File: src/rtl/fb_pkg.sv
// Shared defaults and types for the falling-block lane renderer.
// Holds the geometry defaults, the sprite row type and the scan FSM encoding.
package fb_pkg;

    localparam int DEF_N_LANES    = 8;
    localparam int DEF_N_TRACKS   = 4;
    localparam int DEF_NOTE_DEPTH = 360;
    localparam int DEF_LANE_X0    = 64;
    localparam int DEF_LANE_PITCH = 54;
    localparam int DEF_SPLIT_GAP  = 102;
    localparam int DEF_BLK_W      = 32;
    localparam int DEF_BLK_H      = 18;
    localparam int DEF_Y_LIMIT    = 377;
    localparam int DEF_ROM_BASE   = 54;

    typedef logic [4:0] row_t;

    typedef enum logic [1:0] {
        IDLE  = 2'd0,
        SCAN  = 2'd1,
        READY = 2'd2
    } scan_state_t;

endpackage

File: src/rtl/fb_track_scan.sv
// Windowed priority search over one track's note column.
// Reports whether any note covers draw_y and the sprite row of the lowest-on-screen one.
module fb_track_scan
    import fb_pkg::*;
#(
    parameter int NOTE_DEPTH = DEF_NOTE_DEPTH,
    parameter int BLK_H      = DEF_BLK_H
) (
    input  logic [NOTE_DEPTH-1:0] notes,
    input  logic [9:0]            draw_y,
    output logic                  hit,
    output row_t                  row
);

    localparam int                IW      = $clog2(NOTE_DEPTH);
    localparam logic signed [10:0] DEPTH_S = 11'(NOTE_DEPTH);

    logic [BLK_H-1:0] in_win_s;

    // Bit k flags a set note at row draw_y-k; negative rows and rows past the register read as empty.
    always_comb begin
        logic signed [10:0] r_s;
        r_s      = '0;
        in_win_s = '0;
        for (int k = 0; k < BLK_H; k++) begin
            r_s         = $signed({1'b0, draw_y}) - $signed(11'(k));
            in_win_s[k] = (r_s >= 11'sd0) && (r_s < DEPTH_S) && notes[r_s[IW-1:0]];
        end
    end

    // Smallest offset (highest row) wins, so it is applied last.
    always_comb begin
        hit = |in_win_s;
        row = '0;
        for (int k = BLK_H - 1; k >= 0; k--) begin
            row = in_win_s[k] ? row_t'(BLK_H - 1 - k) : row;
        end
    end

endmodule

File: src/rtl/fb_lane_renderer.sv
// Pipelined falling-block renderer: per-line track scan plus a two-stage pixel
// pipeline that turns DrawX into a one-hot lane hit using a synchronous sprite ROM.
module fb_lane_renderer
    import fb_pkg::*;
#(
    parameter int N_LANES    = DEF_N_LANES,
    parameter int N_TRACKS   = DEF_N_TRACKS,
    parameter int NOTE_DEPTH = DEF_NOTE_DEPTH,
    parameter int LANE_X0    = DEF_LANE_X0,
    parameter int LANE_PITCH = DEF_LANE_PITCH,
    parameter int SPLIT_GAP  = DEF_SPLIT_GAP,
    parameter int BLK_W      = DEF_BLK_W,
    parameter int BLK_H      = DEF_BLK_H,
    parameter int Y_LIMIT    = DEF_Y_LIMIT,
    parameter int ROM_BASE   = DEF_ROM_BASE
) (
    input  logic                                 Clk,
    input  logic                                 Reset,
    input  logic                                 line_start,
    input  logic [9:0]                           DrawX,
    input  logic [9:0]                           DrawY,
    input  logic [N_TRACKS-1:0][NOTE_DEPTH-1:0]  n_reg,
    input  logic [N_TRACKS-1:0]                  track_en,
    output logic [7:0]                           rom_addr,
    input  logic [31:0]                          rom_data,
    output logic [N_LANES-1:0]                   is_fb,
    output logic                                 line_ready
);

    localparam int TW = (N_TRACKS > 1) ? $clog2(N_TRACKS) : 1;
    localparam int LW = (N_LANES > 1) ? $clog2(N_LANES) : 1;

    typedef logic [N_LANES-1:0][10:0] lane_x_t;

    function automatic lane_x_t calc_lane_x();
        lane_x_t x;
        for (int i = 0; i < N_LANES; i++) begin
            x[i] = 11'(LANE_X0 + (N_LANES - 1 - i) * LANE_PITCH
                       + ((i < N_LANES / 2) ? SPLIT_GAP : 0));
        end
        return x;
    endfunction

    localparam lane_x_t LANE_X = calc_lane_x();

    scan_state_t           state_r;
    logic [TW-1:0]         trk_r;
    row_t                  row_r [N_TRACKS];
    logic [N_TRACKS-1:0]   valid_r;
    logic                  line_ready_r;

    logic                  scan_hit_s;
    row_t                  scan_row_s;
    logic                  y_ok_s;

    fb_track_scan #(
        .NOTE_DEPTH (NOTE_DEPTH),
        .BLK_H      (BLK_H)
    ) u_scan (
        .notes  (n_reg[trk_r]),
        .draw_y (DrawY),
        .hit    (scan_hit_s),
        .row    (scan_row_s)
    );

    assign y_ok_s = (DrawY <= 10'(Y_LIMIT));

    // Scan FSM: one track per cycle after line_start, then hold results until the next line.
    always_ff @(posedge Clk) begin
        if (Reset) begin
            state_r      <= IDLE;
            trk_r        <= '0;
            valid_r      <= '0;
            line_ready_r <= 1'b0;
            for (int t = 0; t < N_TRACKS; t++) begin
                row_r[t] <= '0;
            end
        end else if (line_start) begin
            state_r      <= SCAN;
            trk_r        <= '0;
            valid_r      <= '0;
            line_ready_r <= 1'b0;
        end else begin
            case (state_r)
                SCAN: begin
                    row_r[trk_r]   <= scan_row_s;
                    valid_r[trk_r] <= scan_hit_s && track_en[trk_r] && y_ok_s;
                    if (trk_r == TW'(N_TRACKS - 1)) begin
                        state_r      <= READY;
                        line_ready_r <= 1'b1;
                    end else begin
                        trk_r <= trk_r + 1'b1;
                    end
                end
                IDLE, READY: begin
                    state_r <= state_r;
                end
                default: begin
                    state_r      <= IDLE;
                    line_ready_r <= 1'b0;
                end
            endcase
        end
    end

    assign line_ready = line_ready_r;

    logic [N_LANES-1:0] lane_hit_s;

    for (genvar i = 0; i < N_LANES; i++) begin : g_lane
        assign lane_hit_s[i] = ({1'b0, DrawX} >= LANE_X[i])
                            && ({1'b0, DrawX} < LANE_X[i] + 11'(BLK_W));
    end

    logic          match_s;
    logic [LW-1:0] lane_s;
    logic [4:0]    xoff_s;
    logic [TW-1:0] lane_trk_s;
    logic          draw_ok_s;

    // Lanes never overlap, so at most one lane_hit_s bit is set.
    always_comb begin
        match_s = |lane_hit_s;
        lane_s  = '0;
        xoff_s  = '0;
        for (int i = 0; i < N_LANES; i++) begin
            lane_s = lane_hit_s[i] ? LW'(i) : lane_s;
            xoff_s = lane_hit_s[i] ? 5'({1'b0, DrawX} - LANE_X[i]) : xoff_s;
        end
        lane_trk_s = TW'(int'(lane_s) % N_TRACKS);
        draw_ok_s  = match_s && line_ready_r && valid_r[lane_trk_s];
    end

    logic [7:0]    rom_addr_r;
    logic [LW-1:0] lane1_r, lane2_r;
    logic          hit1_r, hit2_r;
    logic [4:0]    xoff1_r, xoff2_r;

    // S1: issue the ROM read and capture the lane context of this pixel.
    always_ff @(posedge Clk) begin
        if (Reset) begin
            rom_addr_r <= 8'd0;
            lane1_r    <= '0;
            hit1_r     <= 1'b0;
            xoff1_r    <= 5'd0;
        end else begin
            if (draw_ok_s) begin
                rom_addr_r <= 8'(ROM_BASE) + 8'(row_r[lane_trk_s]);
            end else begin
                rom_addr_r <= 8'd0;
            end
            lane1_r <= lane_s;
            hit1_r  <= draw_ok_s;
            xoff1_r <= xoff_s;
        end
    end

    // S2: lane context travels alongside the ROM's own output register.
    always_ff @(posedge Clk) begin
        if (Reset) begin
            lane2_r <= '0;
            hit2_r  <= 1'b0;
            xoff2_r <= 5'd0;
        end else begin
            lane2_r <= lane1_r;
            hit2_r  <= hit1_r;
            xoff2_r <= xoff1_r;
        end
    end

    assign rom_addr = rom_addr_r;

    // Final bit-select lines up with rom_data, which is already registered inside the ROM.
    always_comb begin
        is_fb          = '0;
        is_fb[lane2_r] = hit2_r & rom_data[5'd31 - xoff2_r];
    end

endmodule
File: config.mk
export PLATFORM = sky130hd
export DESIGN_NAME = fb_lane_renderer
export DESIGN_NICKNAME = d
export VERILOG_FILES = /design/src/rtl/fb_pkg.sv /design/src/rtl/fb_track_scan.sv /design/src/rtl/fb_lane_renderer.sv
export SDC_FILE = /design/constraint.sdc
export NUM_CORES = 2
export LEC_CHECK = 0
export ABC_AREA = 1
export CAP_MARGIN = 20
export CORE_AREA = 3 3 592 594
export CTS_CLUSTER_DIAMETER = 50
export DETAILED_ROUTE_END_ITERATION = 8
export DIE_AREA = 0 0 595 597
export PLACE_DENSITY = 0.38
export SLEW_MARGIN = 10
export SYNTH_ARGS = -nofsm -noshare
export SYNTH_HDL_FRONTEND = slang
export SYNTH_HIERARCHICAL = 1
export SYNTH_SLANG_ARGS = --single-unit
File: constraint.sdc
create_clock -name Clk -period 9 [get_ports Clk]
set_clock_uncertainty 0.15 [all_clocks]
set_input_delay 2.7 -clock Clk [delete_from_list [all_inputs] [get_ports Clk]]
set_output_delay 2.7 -clock Clk [all_outputs]
set_load 0.005 [all_outputs]
==> results.md <==
* Static Leak at ~23 nW
* Slew HR at 0.156
* Synth area leaders: nand2_1 19%, nand3_1 16%, o21ai_0 16%, nor2_1 11%, o22ai_1 6.6%
* Most common cell after layout, fill and taps aside: nand2_1
* CP endpoint kind: output port
* Yosys top cell area share at 0.186
* Status: complete, no violations
* Register area share after synthesis at 0.0356
* DR iter-0 viols at a little under 8000
* Cell Rows at approximately 220
* Max-slew violations at 0
* Mapped Area at 35500 um2
* Root cell of the clock tree: clkbuf_16
* Fin crit period at ~7.9 ns
* Largest net degree at the start of global routing at ~190
* Clock Sinks at 53
* XOR/XNOR Fraction of Synth Area at 0.0243
* Library cells used by synthesis at 76
* CTS H-Tree Depth at 2
* Worst Path Required at between 6 and 7 ns
* Flop and latch count out of synthesis at 53
* Main combinational cell family by area after synthesis: simple AND/OR/NAND/NOR gates
* VDD IR max at 0.0558 mV
* Total Wirelength at between 400000 and 500000 um
* Slew of the pin with the lowest slew margin at 1.25 ns
* Synth Net Count at between 8000 and 9000
* DRT antenna net count at 0
* Most used DFF post-synth: dfxtp_1
* Min-Delay Path Depth at 2
* Complex-gate fraction of the synthesized area at 0.329
* Syn Area/Cell at between 4 and 5 um2
* Worst setup margin at 1.14 ns
* Start point of the critical path: rom_data[1]
* Vias in the first global route at roughly 58000
* Placer's final routability congestion estimate at 1.07
* Core ar. at 346000 um2
* Die Ht at 597 um
* Post-DP HPWL at between 400000 and 500000 um
* Cells after Synth at 7189
* Worst R2R End: valid_r[1]
* Starting density of the core at 0.103
* Post-synthesis mux area share at 0.00483
* Worst Path Max Fanout at 4
* Nets at 10106
* Simple-Gate Fraction of Synth Area at 0.480
* Die W at roughly 600 um
* Initial antenna violation count at 245
* PwrDens at about 91 nW/um2
* Die area at about 360000 um2
* R2R setup slack at 2.47 ns
* Hold_buf cts at 0
* R2r startpoint: trk_r[0]
* Fin crit share at 0.873
* DRC Markers at 0
* Area leader, netlist: nand2_1
* Post-synth ARST share at 0
* RSZ-0062 raised after global routing: no
* Number of flops mapped to enable cells by yosys at 20
* # Max-Cap Violations at 0
* Adder-Cell Fraction of Synth Area at 0.0138
* Global-route wire length before repair at 598000 um
* Max Clk Rate at between 0.1 and 0.15 GHz
* CTS resizes at 0
* Most frequent cells in the layout: 1762 x nand2_1, 1507 x clkdlybuf4s50_1, 1128 x nand3_1, 1113 x o21ai_0, 1009 x nor2_1
* Worst Reg-to-Reg Cells at 23
* Syn-to-layout area delta at 63.7%
* Total global-route track usage at 0.252
* First-pass DRT Iterations at 6
* Clk Latency, worst-skew pair at 0.32 ns
* Hold endpoint: lane2_r[2]
* TNS Setup at 0 ns
* Setup violators final at 0
* Synth warn at 6
* FILL cells at 40809
* Crit Path Class: primary input to output port
* Hold Vio Cnt, Final at 0
* Clock tree from TritonCTS: done
* Number of setup buffers added after CTS at 0
* Final Cell Area at between 50000 and 60000 um2
* # IOs at 1516
* Clk pin slew, worst setup/hold paths at around 0.07 ns
* DP Area at ~58000 um2
* Via count at 61839
* WP data arrival at 5.01 ns
* CTS Buffer Depth at 2
* Number of buffers created by CTS at 5
* WHS at approximately 0.25 ns
* Port-buffer cells at roughly 1500
* Vias per Instance at ~4.7
* Remaining Overflow, GRT at 0
* Worst hold path startpoint: lane1_r[2]
* Setup WS pre-CTS at ~1.1 ns
* Fin util at 0.168
* Share of cells above drive strength 1 at 0.0713
* Startpoint types: primary input
* Post-DR wirelength/cell at between 30 and 40 um
* Hold Crit Class: flop to flop
flip-flops by register name (all words and copies together) (netlist names):
register,cells
lane2_r,3
xoff1_r,5
state_r,2
xoff2_r,5
rom_addr,7
row_r,20
lane1_r,3
valid_r,4
trk_r,2
hit1_r,1
hit2_r,1
worst max-delay path by stage:
stage / end / slack (ns) / cells past startpoint
floorplan: row_r[1][2] / 2.53 / 25
global placement: valid_r[3] / 1.06 / 24
detailed placement: valid_r[2] / 1.08 / 24
CTS: is_fb[5] / 1.15 / 10
global route: is_fb[5] / 1.03 / 10
finish: is_fb[5] / 1.14 / 10
synth_stat cells (all sizes together), types with 7 or more instances:
| library cell | n |
|---|---|
| buf | 249 |
| o21ai | 1168 |
| o311ai | 14 |
| nand3b | 12 |
| nand2 | 1777 |
| a31oi | 72 |
| ha | 39 |
| a21oi | 179 |
| nand4 | 33 |
| inv | 339 |
| o21a | 16 |
| a211oi | 8 |
| o211ai | 120 |
| o221ai | 39 |
| o2111ai | 29 |
| edfxtp | 20 |
| a21boi | 7 |
| and2 | 12 |
| or2 | 17 |
| o22ai | 377 |
| nand3 | 1134 |
| clkbuf | 321 |
| dfxtp | 33 |
| nor3 | 18 |
| nor2 | 1034 |
| mux2i | 16 |
| xor2 | 70 |
power breakdown:
group | internal [mW] | leakage [nW] | switching, mW | total, mW
registers | 0.258 | 0.476 | 0.0121 | 0.270
clock network | 0.107 | 0.0764 | 0.103 | 0.210
logic | 1.60 | 22.4 | 3.20 | 4.80
critical path, cell delays in order:
cell and delay [ns]:
clkdlybuf4s50_1 0.51, o21ai_0 0.14, o221ai_1 0.24, nand3_1 0.10, nand3_1 0.11, nand2_1 0.05
a21oi_1 0.17, nand2_1 0.17, nor2_1 0.26, clkdlybuf4s50_1 0.56
cell type report:
| type | count | area [um2] | share of cell area |
|---|---|---|---|
| multi-input combinational | 6221 | 30500 | 0.525 |
| timing repair buffer | 1942 | 18900 | 0.325 |
| tap | 4578 | 5730 | 0.0986 |
| inverter | 345 | 1330 | 0.0229 |
| sequential | 53 | 1270 | 0.0218 |
| antenna | 86 | 215 | 0.00371 |
| clock buffer | 5 | 125 | 0.00215 |
| clock inverter | 3 | 28.8 | 0.000495 |
kinds of logic (layout without fill, tap and decap cells):
group,after synthesis,after routing
AOI/OAI and AO/OA,2051,2051
xor gates and xnor gates,73,73
adders and majority gates,39,39
buffers and inverters,915,2295
DFF,53,53
muxes,17,17
other,1,87
and+or+nand+nor,4040,4040
stage by stage:
stage | std cells | total power, mW
detailed placement | 13137 | 4.94
global placement | 13134 | 4.96
global route | 13210 | 5.50
finish | 13233 | 5.28
floorplan | 7189 | 2.25
CTS | 13145 | 5.17
routing by layer:
layer / track usage / vias up / part of all wire
met1: 0.331 / 29871 / 0.43
met5: 0 / - / 0.0014
met3: 0.0503 / 715 / 0.076
li1: - / 27680 / -
met2: 0.407 / 3477 / 0.45
met4: 0.0878 / 96 / 0.043
Note: power is estimated with default switching activity, not from simulation.
